<file path="config.mk">
export PLATFORM = sky130hd
export DESIGN_NAME = dmem_access_ctrl
export DESIGN_NICKNAME = d
export VERILOG_FILES = /design/src/rtl/dmem_access_ctrl.sv
export SDC_FILE = /design/constraint.sdc
export NUM_CORES = 1
export LEC_CHECK = 0
export CAP_MARGIN = 0
export CORE_AREA = 10 10 223 225
export CTS_CLUSTER_SIZE = 20
export DETAILED_ROUTE_END_ITERATION = 16
export DIE_AREA = 0 0 233 235
export SYNTH_ARGS = -nofsm -noshare
export SYNTH_HDL_FRONTEND = slang
export SYNTH_SLANG_ARGS = --single-unit
</file>
<file path="constraint.sdc">
create_clock -name clk -period 2.4 [get_ports clk]
set_input_delay 0.48 -clock clk [delete_from_list [all_inputs] [get_ports clk]]
set_output_delay 0.48 -clock clk [all_outputs]
set_load 0.01 [all_outputs]
</file>
<file path="src/rtl/dmem_access_ctrl.sv">
// Arbiter and fixed-latency sequencer for the shared single-ported datamem.
// CPU (MEM stage) has priority; DMA is forced after STARVE_MAX CPU grants.
module dmem_access_ctrl #(
    parameter int MEM_LAT    = 2,
    parameter int STARVE_MAX = 4
) (
    input  logic        clk,
    input  logic        rst,
    input  logic        cpu_req,
    input  logic        cpu_we,
    input  logic [63:0] cpu_addr,
    input  logic [63:0] cpu_wdata,
    output logic [63:0] cpu_rdata,
    output logic        cpu_stall,
    input  logic        dma_req,
    input  logic        dma_we,
    input  logic [63:0] dma_addr,
    input  logic [63:0] dma_wdata,
    output logic        dma_gnt,
    output logic        dma_done,
    output logic [63:0] dma_rdata,
    output logic [63:0] mem_address,
    output logic        mem_write_enable,
    output logic        mem_read_enable,
    output logic [63:0] mem_write_data,
    output logic [3:0]  mem_xfer_size,
    input  logic [63:0] mem_read_data
);

    localparam int CW = (MEM_LAT > 1) ? $clog2(MEM_LAT) : 1;
    localparam int SL = $clog2(STARVE_MAX + 1);
    localparam int SW = (SL > 3) ? SL : 3;
    localparam logic [CW-1:0] CNT_LAST = CW'(MEM_LAT - 1);
    localparam logic [SW-1:0] STARVE_TOP = SW'(STARVE_MAX);

    typedef enum logic [1:0] {
        IDLE,
        CPU_BUSY,
        DMA_BUSY
    } state_t;

    state_t        state, state_nx;
    logic [CW-1:0] cnt, cnt_nx;
    logic [SW-1:0] starve_cnt, starve_nx;
    logic          we_q;
    logic [63:0]   addr_q, wdata_q;
    logic [63:0]   cpu_rdata_q, dma_rdata_q;
    logic          grant_cpu, grant_dma;
    logic          busy, last, cpu_fin, dma_fin;

    assign busy    = (state != IDLE);
    assign last    = busy && (cnt == CNT_LAST);
    assign cpu_fin = (state == CPU_BUSY) && last;
    assign dma_fin = (state == DMA_BUSY) && last;

    always_comb begin
        state_nx  = state;
        cnt_nx    = cnt;
        starve_nx = starve_cnt;
        grant_cpu = 1'b0;
        grant_dma = 1'b0;
        unique case (state)
            IDLE: begin
                cnt_nx = '0;
                if (dma_req && starve_cnt == STARVE_TOP)
                    grant_dma = 1'b1;
                else if (cpu_req)
                    grant_cpu = 1'b1;
                else if (dma_req)
                    grant_dma = 1'b1;
                if (grant_dma) begin
                    state_nx  = DMA_BUSY;
                    starve_nx = '0;
                end else if (grant_cpu) begin
                    state_nx = CPU_BUSY;
                    if (!dma_req)
                        starve_nx = '0;
                    else if (starve_cnt != STARVE_TOP)
                        starve_nx = starve_cnt + SW'(1);
                end else begin
                    starve_nx = '0;
                end
            end
            CPU_BUSY, DMA_BUSY: begin
                if (last) begin
                    state_nx = IDLE;
                    cnt_nx   = '0;
                end else begin
                    cnt_nx = cnt + CW'(1);
                end
            end
            default: state_nx = IDLE;
        endcase
    end

    always_ff @(posedge clk or negedge rst) begin
        if (!rst) begin
            state      <= IDLE;
            cnt        <= '0;
            starve_cnt <= '0;
        end else begin
            state      <= state_nx;
            cnt        <= cnt_nx;
            starve_cnt <= starve_nx;
        end
    end

    // Winner's fields are frozen for the whole access.
    always_ff @(posedge clk or negedge rst) begin
        if (!rst) begin
            we_q    <= 1'b0;
            addr_q  <= '0;
            wdata_q <= '0;
        end else if (grant_dma) begin
            we_q    <= dma_we;
            addr_q  <= dma_addr;
            wdata_q <= dma_wdata;
        end else if (grant_cpu) begin
            we_q    <= cpu_we;
            addr_q  <= cpu_addr;
            wdata_q <= cpu_wdata;
        end
    end

    always_ff @(posedge clk or negedge rst) begin
        if (!rst) begin
            cpu_rdata_q <= '0;
            dma_rdata_q <= '0;
        end else begin
            if (cpu_fin)
                cpu_rdata_q <= mem_read_data;
            if (dma_fin)
                dma_rdata_q <= mem_read_data;
        end
    end

    assign mem_address      = busy ? addr_q : '0;
    assign mem_write_data   = busy ? wdata_q : '0;
    assign mem_read_enable  = busy && !we_q;
    assign mem_write_enable = last && we_q;
    assign mem_xfer_size    = 4'd8;

    assign cpu_stall = cpu_req && !cpu_fin;
    assign cpu_rdata = cpu_fin ? mem_read_data : cpu_rdata_q;
    assign dma_gnt   = (state == DMA_BUSY);
    assign dma_done  = dma_fin;
    assign dma_rdata = dma_fin ? mem_read_data : dma_rdata_q;

endmodule
</file>
After elaboration in Yosys (flattened, before gate mapping)
Cells that the tools add are included.
Operators by class
  equal/unequal tests: 7
  reduce and logical (&&, ||, !) cells: 16
  multiplexer cells: 29
  add/sub/neg operators: 2
Operators by type and width (number)
  $mux W64: 8
  $mux W1: 12
  $mux W3: 4
  $logic_and A1 B1 Y1: 7
  $mux W2: 3
  $ne A3 B3 Y1 const B: 2
  $reduce_bool A2 Y1: 3
  $ne A4 B2 Y1 const B: 1
  $pmux W2 S2: 1
  $reduce_and A2 Y1: 2
  $add A3 B1 Y3 const B: 1
  $eq A3 B3 Y1 const B: 1
  $eq A2 B1 Y1 const B: 1
  $eq A2 B2 Y1 const B: 1
  $logic_not A1 Y1: 2
  $logic_not A2 Y1: 1
  $ne A2 B2 Y1 const B: 1
  $pmux W1 S2: 1
  $reduce_or A2 Y1: 1
  $add A1 B1 Y1 const B: 1
Storage, ports and cells
  flip-flop bits (word level): 263
  logic and storage cells: 62

Depth between registers and ports, before layout
  depth in word-level cells: 7
  mapped depth: 8

Worst setup path before layout
No wires, ideal clock.
  path kind: reg-to-output
  from: reg state[0]
  to: out dma_rdata[14]
  arrival time: 1598 ps
  stages on the path, launching flop included: 8
  setup slack: 322 ps
  data required time: 1920 ps
  path through: dfrtp_1 > inv_1 > ha_1 > nor2b_1 > nand2_1 > buf_2 > buf_2 > mux2_2
Between the ends
  cells in the longest elaborated chain, start to end: 4
  elaborated cells between the ends (all ways): 5
Ends and longest elaborated chain
  from (decl): line 42  | state_t state, state_nx;
  from (signal assigned): line 102  | state <= state_nx;
  $reduce_bool A2 Y1: line 51  | assign busy = (state != IDLE);
  $logic_and A1 B1 Y1: line 52  | assign last = busy && (cnt == CNT_LAST);
  $logic_and A1 B1 Y1 (*): line 54  | assign dma_fin = (state == DMA_BUSY) && last;
  $mux W64 (*)
  to (decl): line 21  | output logic [63:0] dma_rdata,
Mark *: on every way between the ends. The rest lies on a longest branch, timed or not.

Worst setup path in the final report
  from: reg state[0]
  to: out dma_rdata[21]
The elaborated chain is that of the path after synthesis.

==> run_results.csv <==
group,metric,value,unit
drt,routed-wl-met3,5.01,mm
sta,post-route-period-util,117,%
logic_synthesis,ys_types,30,
place,dp_hpwl,39.4,mm
logic_synthesis,async_reset_ff_share,100,%
worst_setup_path,startpoint,"state[0]",
sta,setup_ws,-415,ps
drt,dr.first_iter.drc_count,695,
sta,clock.fmax,355,MHz
place,port_buffers,586,
floorplan,io_pins,591,
global_route,grt_pass1_vias,12000,
sta,slew_headroom,56.9,%
clock_tree,cts_tree,"built",
worst_setup_path,worstSetupEndpointType,"output pin",
logic_synthesis,synth_edf_count,0,
power_and_ir_drop,max-vdd-ir-drop,0.715,mV
drt,postRouteAntennaNets,0,
floorplan,rows,78,
logic_synthesis,synth-seq-area-share,54.5,%
logic_synthesis,synth_top_cells_by_area,"dfrtp_1 (54%), mux2_2 (12%), nor2b_1 (6.8%)",
global_route,grt_usage,19.8,%
drt,routed_wl,58.8,mm
worst_setup_path,reg2reg_to,"addr_q[35]",
worst_setup_path,cp_data_arrival_time,2330,ps
worst_setup_path,required,1920,ps
floorplan,initial_utilization,26.8,%
logic_synthesis,synthesis.area,0.0121,mm2
flow_run,drv_cap,0,
drt,num_vias,11400,
floorplan,die_h,235,um
hold_path,hold_path.class,"in2async",
power_and_ir_drop,p_leak,0.00985,uW
worst_setup_path,cp-start-kind,"register",
outcome,status,"complete, but fails checks",
clock_tree,worstSkewPairLatency,540,ps
clock_tree,clkSlewWorstSetupHoldPaths,60,ps
clock_tree,cts_max_level,2,
global_route,grt_pass1_wl,82.7,mm
finish,syn_to_final_growth,83.2,%
place,placed_area,0.0192,mm2
sta,finalSetupTns,-48610,ps
logic_synthesis,syn_area_per_cell,12.2,um2
worst_setup_path,ff2ff_setup_slack,80,ps
floorplan,die_w,233,um
drt,firstDrtPassIters,5,
sta,final-max-slew-violation-count,0,
global_route,grt_max_degree,68,
worst_setup_path,r2r_start,"state[0]",
drt,viasPerCell,4.93,
sta,finalHoldViolCount,0,
place,gp_congestion,0.829,
logic_synthesis,yosysWarnings,0,
sta,final.min_clock_period,2810,ps
logic_synthesis,yosysTopAreaCellShare,54.5,%
finish,fin_nets,2012,
sta,setup_violations,245,
logic_synthesis,synth-seq-cells,263,
finish,nFillCells,4048,
worst_setup_path,crit_fanout,8,
sta,skew,12.9,ps
clock_tree,clk_path_buf_depth,3,
drt,wl_met2,28.6,mm
drt,highest_layer,"met4",
drt,drc,0,
drt,wl_per_cell,25.4,um
power_and_ir_drop,power.density,1340,mW/mm2
finish,drive_gt1_share,39.9,%
global_route,grt.overflow.total,0,
finish,post-route-util,49.1,%
logic_synthesis,synth-main-ff-cell,"dfrtp_1",
floorplan,core_area,0.0451,mm2
global_route,antenna_found_initial,7,
place,post-place-ws,-206,ps
clock_tree,numCtsBuffers,34,
outcome,violations,"negative setup slack",
worst_setup_path,crit_type,"reg2out",
finish,final_area,0.0221,mm2
sta,worstMarginPinSlew,646,ps
clock_tree,clockRootBuffer,"clkbuf_16",
sta,rsz0062_at_grt,"yes",
worst_setup_path,reg2reg_depth,11,
floorplan,die-area,0.0548,mm2
logic_synthesis,synth_top_area_cell,"dfrtp_1",
clock_tree,clock-sinks,263,
logic_synthesis,synthCells,987,
drt,m1WireLength,23.5,mm
[how the worst max path moves through the flow]
stage	endpoint	cells past startpoint	slack, ps
final	dma_rdata[21]	10	-410
after floorplan	dma_rdata[14]	7	320
after global routing	dma_rdata[21]	10	-510
after CTS	cpu_rdata[53]	7	-530
after detailed placement	dma_rdata[32]	8	-210
after global placement	dma_rdata[32]	8	-200
[state kept, by name (all words and copies together), names as in the netlist]
name	count
addr_q	64
cpu_rdata_q	64
dma_rdata_q	64
wdata_q	64
starve_cnt	3
state	2
cnt	1
we_q	1
[per-layer routing]
metal  GRT usage (%)  vias up
li1                -     5064
met1            23.2     5719
met2            33.0      526
met3            6.43       80
met4            7.47        0
met5               0        -
[cells in the final DEF, fill, tap and decap left out, types with 8 or more instances in the layout]
cell type / n
clkdlybuf4s50_1: 324
dfrtp_1: 263
buf_6: 157
mux2_2: 100
buf_2: 86
buf_4: 75
nor2b_1: 70
and2_1: 67
a221o_1: 66
o21ai_0: 65
a32oi_1: 63
a2bb2oi_1: 63
nor2b_4: 54
clkbuf_16: 46
buf_12: 39
mux2_4: 29
clkbuf_2: 16
buf_16: 14
clkbuf_8: 11
clkbuf_1: 10
dlygate4sd2_1: 10
clkdlybuf4s15_2: 9
buf_8: 8
[metrics by stage]
stage          instances  power (uW)  hold slack (ps)
6_report            2311       29700              452
5_1_grt             2311       31400              497
4_1_cts             2267       27900              433
3_5_place_dp        2150       21400              431
3_3_place_gp        2150       21300              434
2_1_floorplan        989       13600              184
[cells in the mapped netlist (2+ instances only)]
library cell,number
a221o_1,66
a2bb2oi_1,63
a32o_1,2
a32oi_1,64
and2_1,70
buf_2,23
buf_4,5
buf_6,4
clkbuf_1,67
conb_1,2
dfrtp_1,263
ha_1,6
inv_1,8
mux2_2,129
nand2_1,5
nor2_1,2
nor2b_1,131
o21ai_0,65
[cells by family after synthesis]
group	Yosys count	share of synthesized area, %
fa+ha+maj	6	0.621
flops	263	54.5
mux	129	12.0
other cells	2	0.0622
buf+inv	107	3.97
simple gates	214	10.9
compound gates	266	17.9
[final cells by class]
cell class                      instances  area (um2)  area share [%]
Clock buffer                           55        1050            4.75
Inverter                                8        30.0           0.136
Tap cell                              600         751            3.39
Sequential cell                       263        6580            29.7
Clock inverter                          6         106           0.481
Antenna cell                            6        15.0          0.0679
Timing Repair Buffer                  753        7920            35.8
Multi-Input combinational cell        620        5670            25.6
[critical path, cell delays in order, from the launching register on]
cell and delay [ps]:
dfrtp_1 360, inv_2 60, ha_4 160, nor2b_4 160, nand2_2 80, buf_12 150, buf_12 140, buf_12 140
buf_6 110, mux2_4 300, buf_6 130
[where the power goes]
part           switching [uW]  internal (uW)
Sequential                828           6660
Combinational            7580           9380
Clock                    2080           3220
Total                   10500          19300
[repair_timing]
item	CTS	global route
gates cloned	17	13
hold buffers	1	0
gates resized for setup	977	410
buffers inserted	41	34
pin swaps	1	6
endpoints found under the hold margin	48	0
endpoints found under the setup margin	260	382
(Power assumes the default switching activity.)
